--- src/rtl/ticktocktokens_core.sv ---
// Token-counting spiking-neuron array behind the TinyTapeout user pin set.
// ADD ticks tokens into one neuron; TOCK fires and drains every neuron at once.
module ticktocktokens_core #(
  parameter int NUM_NEURONS = 8,
  parameter int TOKEN_WIDTH = 8
) (
  input  logic       clk,
  input  logic       rst,
  input  logic       ena,
  input  logic [7:0] ui_in,
  input  logic [7:0] uio_in,
  output logic [7:0] uo_out,
  output logic [7:0] uio_out,
  output logic [7:0] uio_oe
);

  typedef enum logic [1:0] {
    OP_NOP  = 2'b00,
    OP_ADD  = 2'b01,
    OP_CFG  = 2'b10,
    OP_TOCK = 2'b11
  } op_e;

  logic signed [TOKEN_WIDTH-1:0] count [NUM_NEURONS];
  logic signed [TOKEN_WIDTH-1:0] thr   [NUM_NEURONS];
  logic        [NUM_NEURONS-1:0] spikes;

  op_e         op;
  logic [2:0]  addr;
  logic        rd_sel;
  logic        unused_rsv;

  assign op         = op_e'(ui_in[4:3]);
  assign addr       = ui_in[2:0];
  assign rd_sel     = ui_in[5];
  assign unused_rsv = ^ui_in[7:6];

  // Clamp a one-bit-wider signed result back into TOKEN_WIDTH two's complement.
  function automatic logic signed [TOKEN_WIDTH-1:0] sat(input logic signed [TOKEN_WIDTH:0] v);
    if (v[TOKEN_WIDTH] != v[TOKEN_WIDTH-1])
      return v[TOKEN_WIDTH] ? {1'b1, {(TOKEN_WIDTH-1){1'b0}}}
                            : {1'b0, {(TOKEN_WIDTH-1){1'b1}}};
    return v[TOKEN_WIDTH-1:0];
  endfunction

  logic signed [TOKEN_WIDTH:0]   add_sum;
  logic signed [TOKEN_WIDTH-1:0] add_next;
  logic signed [TOKEN_WIDTH:0]   tock_diff [NUM_NEURONS];
  logic signed [TOKEN_WIDTH-1:0] tock_next [NUM_NEURONS];
  logic        [NUM_NEURONS-1:0] fire;

  always_comb begin
    add_sum  = {count[addr][TOKEN_WIDTH-1], count[addr]}
             + {uio_in[TOKEN_WIDTH-1], uio_in};
    add_next = sat(add_sum);
  end

  always_comb begin
    fire = '0;
    for (int unsigned i = 0; i < NUM_NEURONS; i++) begin
      tock_diff[i] = {count[i][TOKEN_WIDTH-1], count[i]}
                   - {thr[i][TOKEN_WIDTH-1], thr[i]};
      fire[i]      = (count[i] >= thr[i]);
      tock_next[i] = fire[i] ? sat(tock_diff[i]) : count[i];
    end
  end

  always_ff @(posedge clk or posedge rst) begin
    if (rst) begin
      for (int unsigned i = 0; i < NUM_NEURONS; i++) begin
        count[i] <= '0;
        thr[i]   <= TOKEN_WIDTH'(1);
      end
      spikes <= '0;
    end else if (ena) begin
      case (op)
        OP_ADD: count[addr] <= add_next;
        OP_CFG: thr[addr]   <= uio_in;
        OP_TOCK: begin
          for (int unsigned i = 0; i < NUM_NEURONS; i++)
            count[i] <= tock_next[i];
          spikes <= fire;
        end
        default: ;
      endcase
    end
  end

  // Readback mux is purely combinational and deliberately ignores ena.
  assign uo_out  = rd_sel ? count[addr] : spikes;
  assign uio_out = '0;
  assign uio_oe  = '0;

endmodule

--- config.mk ---
export PLATFORM = sky130hd
export DESIGN_NAME = ticktocktokens_core
export DESIGN_NICKNAME = d
export VERILOG_FILES = /design/src/rtl/ticktocktokens_core.sv
export SDC_FILE = /design/constraint.sdc
export NUM_CORES = 1
export LEC_CHECK = 0
export BUFFER_PORTS_ARGS = -buffer_cell sky130_fd_sc_hd__buf_2
export CORE_MARGIN = 8
export CORE_UTILIZATION = 57
export DETAILED_ROUTE_END_ITERATION = 8
export PLACE_DENSITY = 0.77
export SKIP_CTS_REPAIR_TIMING = 1
export SYNTH_ARGS = -nofsm -noshare
export SYNTH_HDL_FRONTEND = slang
export SYNTH_SLANG_ARGS = --single-unit
--- constraint.sdc ---
create_clock -name clk -period 4.1 [get_ports clk]
set_input_delay 0.615 -clock clk [delete_from_list [all_inputs] [get_ports clk]]
set_output_delay 0.615 -clock clk [all_outputs]
set_load 0.02 [all_outputs]
**Word-level counts from Yosys, hierarchy flattened**

Cells that the tools add are included.

- $add $sub $neg: 9
- Magnitude comparators: 10
- Eq/ne operators: 20
- Multiplexer cells: 53
- Bitwise operators: 1
- Reductions and logical operators: 12

Operators by type and width:

| kind | count |
|---|---|
| 8-bit two-way mux | 39 |
| 64-bit bitwise mux | 2 |
| 64-bit one-hot mux with 2 select lines | 1 |
| 8-bit by 8-bit subtractor with 9-bit output | 8 |
| 8-bit >= comparator | 8 |
| 8-bit binary-select mux with 3-bit select | 1 |
| 8-bit demux with 3-bit select | 1 |
| 3-bit AND reduction | 8 |
| 2-bit != test, second input constant | 8 |
| 8-bit by 8-bit adder with 9-bit output | 1 |
| 1-bit two-way mux | 9 |
| 1-bit != test | 9 |
| 2-bit equality test, second input constant | 2 |
| 4-bit >= comparator, second input constant | 1 |
| 4-bit by 1-bit < comparator with 1-bit output, second input constant | 1 |
| 3-bit inverter with 4-bit output | 1 |
| 2-bit AND reduction | 2 |
| 2-bit by 1-bit equality test with 1-bit output, second input constant | 1 |
| 2-bit nonzero test | 1 |
| 1-bit logical AND | 1 |

- Register bits: 136
- Bits of input ports: 19
- Output and inout port bits: 24
- Logic and storage cells: 122

**Depth between registers and ports, before layout**

- Word-level depth: 10
- Mapped depth: 17
- Depth with buffers taken out: 14

**Least setup slack after synthesis**

No wires, ideal clock.

- Path kind: input to register
- Start: input port ui_in[2]
- End: register count[45] (netlist name)
- Setup time: 126 ps
- Arrival time: 3,914 ps
- Required time: 3,974 ps
- Path slack: 60 ps
- Stages: 16
- Path buffers: 3
- Cells stage by stage: clkbuf_1 > clkbuf_1 > nor2_1 > a22o_1 > nand2_1 > o221ai_1 > ha_1 > fa_1 > nand3_1 > a21oi_1 > or2_1 > buf_6 > and2_1 > maj3_2 > nor2b_1 > o32a_1

- Longest elaborated chain between the ends: 10
- Elaborated cells between the ends (all ways): 17
- Those cells by class: add/sub (1); order compare (2); eq/ne (1); mux (11); bitwise (1); reduce/logical (1)

RTL lines:

| element | line | source |
|---|---|---|
| from (decl) | 10 | `input logic [7:0] ui_in,` |
| 3-bit inverter with 4-bit output (not written as such) (*) | 53, 77 |  |
| 8-bit binary-select mux with 3-bit select | 53 | `add_sum = {count[addr][TOKEN_WIDTH-1], count[addr]}` |
| 8-bit two-way mux (not written as such) (2 in a row) | 53 |  |
| 8-bit by 8-bit adder with 9-bit output | 54 | `+ {uio_in[TOKEN_WIDTH-1], uio_in};` |
| 8-bit two-way mux or 1-bit != test (tied branches) | 41, 40 |  |
| 8-bit two-way mux or 1-bit two-way mux (tied branches) | 40 | `if (v[TOKEN_WIDTH] != v[TOKEN_WIDTH-1])` |
| 8-bit two-way mux | 43 | `return v[TOKEN_WIDTH-1:0];` |
| 64-bit bitwise mux (*) | 77 | `OP_ADD: count[addr] <= add_next;` |
| 64-bit one-hot mux with 2 select lines (*) | 76 | `case (op)` |
| to (signal, indexed assignment) | 77 |  |
| to (signal, indexed assignment) | 81 | `count[i] <= tock_next[i];` |
| to (decl) | 24 | `logic signed [TOKEN_WIDTH-1:0] count [NUM_NEURONS];` |

Mark *: on every way between the ends. The rest lies on a longest branch, timed or not. The select of a mux whose other input is x is not followed.
A chain may end at the register's enable or synchronous reset.

**Worst setup path in the final report**

- Start: input port ui_in[2]
- End: register count[8] (netlist name)

Same word-level chain as after synthesis.

==> impl_metrics.py <==
metrics = {
    "synth": {
        "synth_adder_area_share_pct": 11.1,
        "synth_top_family_by_area": "compound AO/OA/AOI/OAI gates",
        "ys.flop_type": "dfrtp_1",
        "synth_cell_types": 87,
        "ys_top_cells_by_area": "dfrtp_1, ha_1, o21ai_0",
        "yosys_warnings": 0,
        "ys_seq_elements": 136,
        "syn_inst": 1237,
        "ys_async_sr_fraction_pct": 100,
        "synthSimpleGateAreaFrac_pct": 16.0,
        "synth_most_common_cell": "dfrtp_1",
        "yosys.area.top_type_share_pct": 30.0,
        "seq_area_frac_synth_pct": 32.0,
        "synth_edf_count": 0,
        "synth_compound_area_share_pct": 25.1,
        "yosysTopAreaCell": "dfrtp_1",
        "muxShareOfSynthArea_pct": 7.07,
        "synthesis.area_um2": 10700,
        "synth-xor-area-share_pct": 2.71,
        "syn-mean-instance-area_um2": 8.63,
        "synth_common_cells": "dfrtp_1, nand2_1, nor2_1",
    },
    "global_route": {
        "grt_pass1_vias": 9373,
        "grt_first_pass_wirelength_mm": 51.7,
        "antenna_found_initial": 1,
        "grt.overflow.total": 0,
        "grt_max_degree": 137,
        "grt.total_usage_pct": 28.0,
    },
    "timing": {
        "rsz0062_at_grt": "no",
        "fmax_ghz": 0.271,
        "fin_crit_sh_pct": 90.1,
        "maxSlewHeadroom_pct": 32.0,
        "slew_viol_final": 0,
        "layout_min_cycle_time_ns": 3.70,
        "hold_viol": 0,
        "fin_ws_ns": 0.405,
        "tightest_slew_ns": 1.02,
        "finalSetupTns_ns": 0,
        "clock_skew_ns": 0.0115,
        "setup_viol": 0,
    },
    "detailed_routing": {
        "antenna_left": 0,
        "drtPass1Iterations": 6,
        "drt-vias-per-instance": 6.34,
        "drtIter0Drc": 1035,
        "drc": 0,
        "drt_wl_total_mm": 32.6,
        "post_drt_wl_per_cell_um": 21.2,
        "vias": 9737,
    },
    "min_path": {
        "min_path_type": "in2async",
    },
    "pwr": {
        "peakVddDrop_uv": 412,
        "power.density_nw_per_um2": 847,
        "finalPower_uw": 10000,
        "cellLeakagePower_uw": 0.00527,
    },
    "floorplanning": {
        "core_area_um2": 18500,
        "initial_core_util_pct": 57.6,
        "rows": 50,
        "die_height_um": 153,
        "dieArea_um2": 23400,
        "die_w_um": 153,
        "ios": 43,
    },
    "setup_path": {
        "path_class": "in2reg",
        "end_kind": "flip-flop",
        "startpoint_type": "input pin",
        "cp_max_fo": 19,
        "critPathArrivalTime_ns": 4.03,
        "critical_path_required_ns": 4.43,
    },
    "cells_and_area": {
        "final_nets": 1393,
        "drive_gt1_share_pct": 14.7,
        "finish.utilization_pct": 64.0,
        "syn2layout_area_growth_pct": 11.0,
        "num-fill-cells": 1562,
    },
    "run": {
        "cap_violations": 0,
    },
    "clocking": {
        "clockBufferDepth": 2,
        "cts_tree": "done",
        "htree_levels": 4,
        "cts_sinks": 136,
        "clk_pin_slew_ns": 0.06,
        "insertion_delay_ns": 0.44,
        "cts_buffers": 17,
        "root_buffer": "clkbuf_16",
    },
    "placement": {
        "pre_cts_ws_ns": 0.0993,
        "hpwlAfterDp_mm": 23.4,
        "gp_congestion": 0.940,
        "place.port_buffers": 24,
    },
    "run_status": {
        "outcome": "finished, final reports clean",
    },
}
-- kinds of logic after synthesis --
| logic type | Yosys count |
|---|---|
| AO/OA/AOI/OAI | 400 |
| AND/OR/NAND/NOR | 367 |
| buffers and inverters | 149 |
| flip-flops | 136 |
| adder cells (fa/ha/maj) | 90 |
| multiplexers | 61 |
| XOR/XNOR | 33 |
| other | 1 |
-- worst max-delay path, cell delays in order --
cell and delay (ns):
buf_2 0.32, mux4_2 0.58, mux2_2 0.30, ha_1 0.36, o21ai_0 0.16, nor3_2 0.34
or2_1 0.31, nand2_1 0.21, o221ai_2 0.21, buf_4 0.21, buf_4 0.14, a21oi_1 0.06
a22oi_1 0.21
-- flip-flops by register name, summed over array words and instances, names as in the netlist --
register and count:
count 64, spikes 8, thr 64
-- area by class of cell --
type                            count  area (µm²)  area share, %
Timing Repair Buffer               72         543           4.58
Inverter                           96         364           3.07
Clock buffer                       28         527           4.45
Antenna cell                        1        2.50         0.0211
Multi-Input combinational cell    967        6660           56.2
Sequential cell                   136        3410           28.8
Tap cell                          234         293           2.47
Clock inverter                      3        40.0          0.338
-- per-layer routing --
metal / up-vias / GRT usage (%) / routed length, µm
met2: 416 / 43.1 / 14500
met5: - / 0 / 0
met4: 0 / 14.0 / 1510
met1: 4645 / 36.6 / 13800
li1: 4577 / - / -
met3: 99 / 6.29 / 2750
-- final timing paths --
check	start	to	slack, ns	cells past startpoint
worst max-delay path	ui_in[2]	count[8]	0.40	13
worst min-delay path	rst	thr[28]	0.35	3
worst min register to register	spikes[6]	spikes[6]	0.48	1
max in group asynchronous	rst	count[15]	3.14	3
min in group clk	spikes[6]	spikes[6]	0.48	1
worst max register to register	count[43]	count[8]	0.48	12
-- layout by cell type (no fill, tap or decap), types with 22 or more instances in the layout --
cell      count
o21ai_0     111
buf_4        43
ha_1         75
dfrtp_1     128
nand2b_1     22
nand2_1     118
a21oi_1      86
buf_2        24
nor2_1      115
mux2_2       45
inv_1        95
a22oi_1      34
-- where the power goes --
group | switching [µW] | internal, µW | total [µW]
Combinational | 3670 | 2600 | 6270
Sequential | 483 | 1790 | 2270
Clock | 571 | 926 | 1500
Total | 4720 | 5320 | 10000
-- stage by stage --
step	hold slack (ns)	instances	area, µm²
floorplan	0.443	1252	10700
global placement	0.458	1505	11300
detailed placement	0.469	1505	11300
CTS	0.445	1536	11800
global route	0.428	1536	11800
finish	0.348	1537	11800
(Power assumes the default switching activity.)
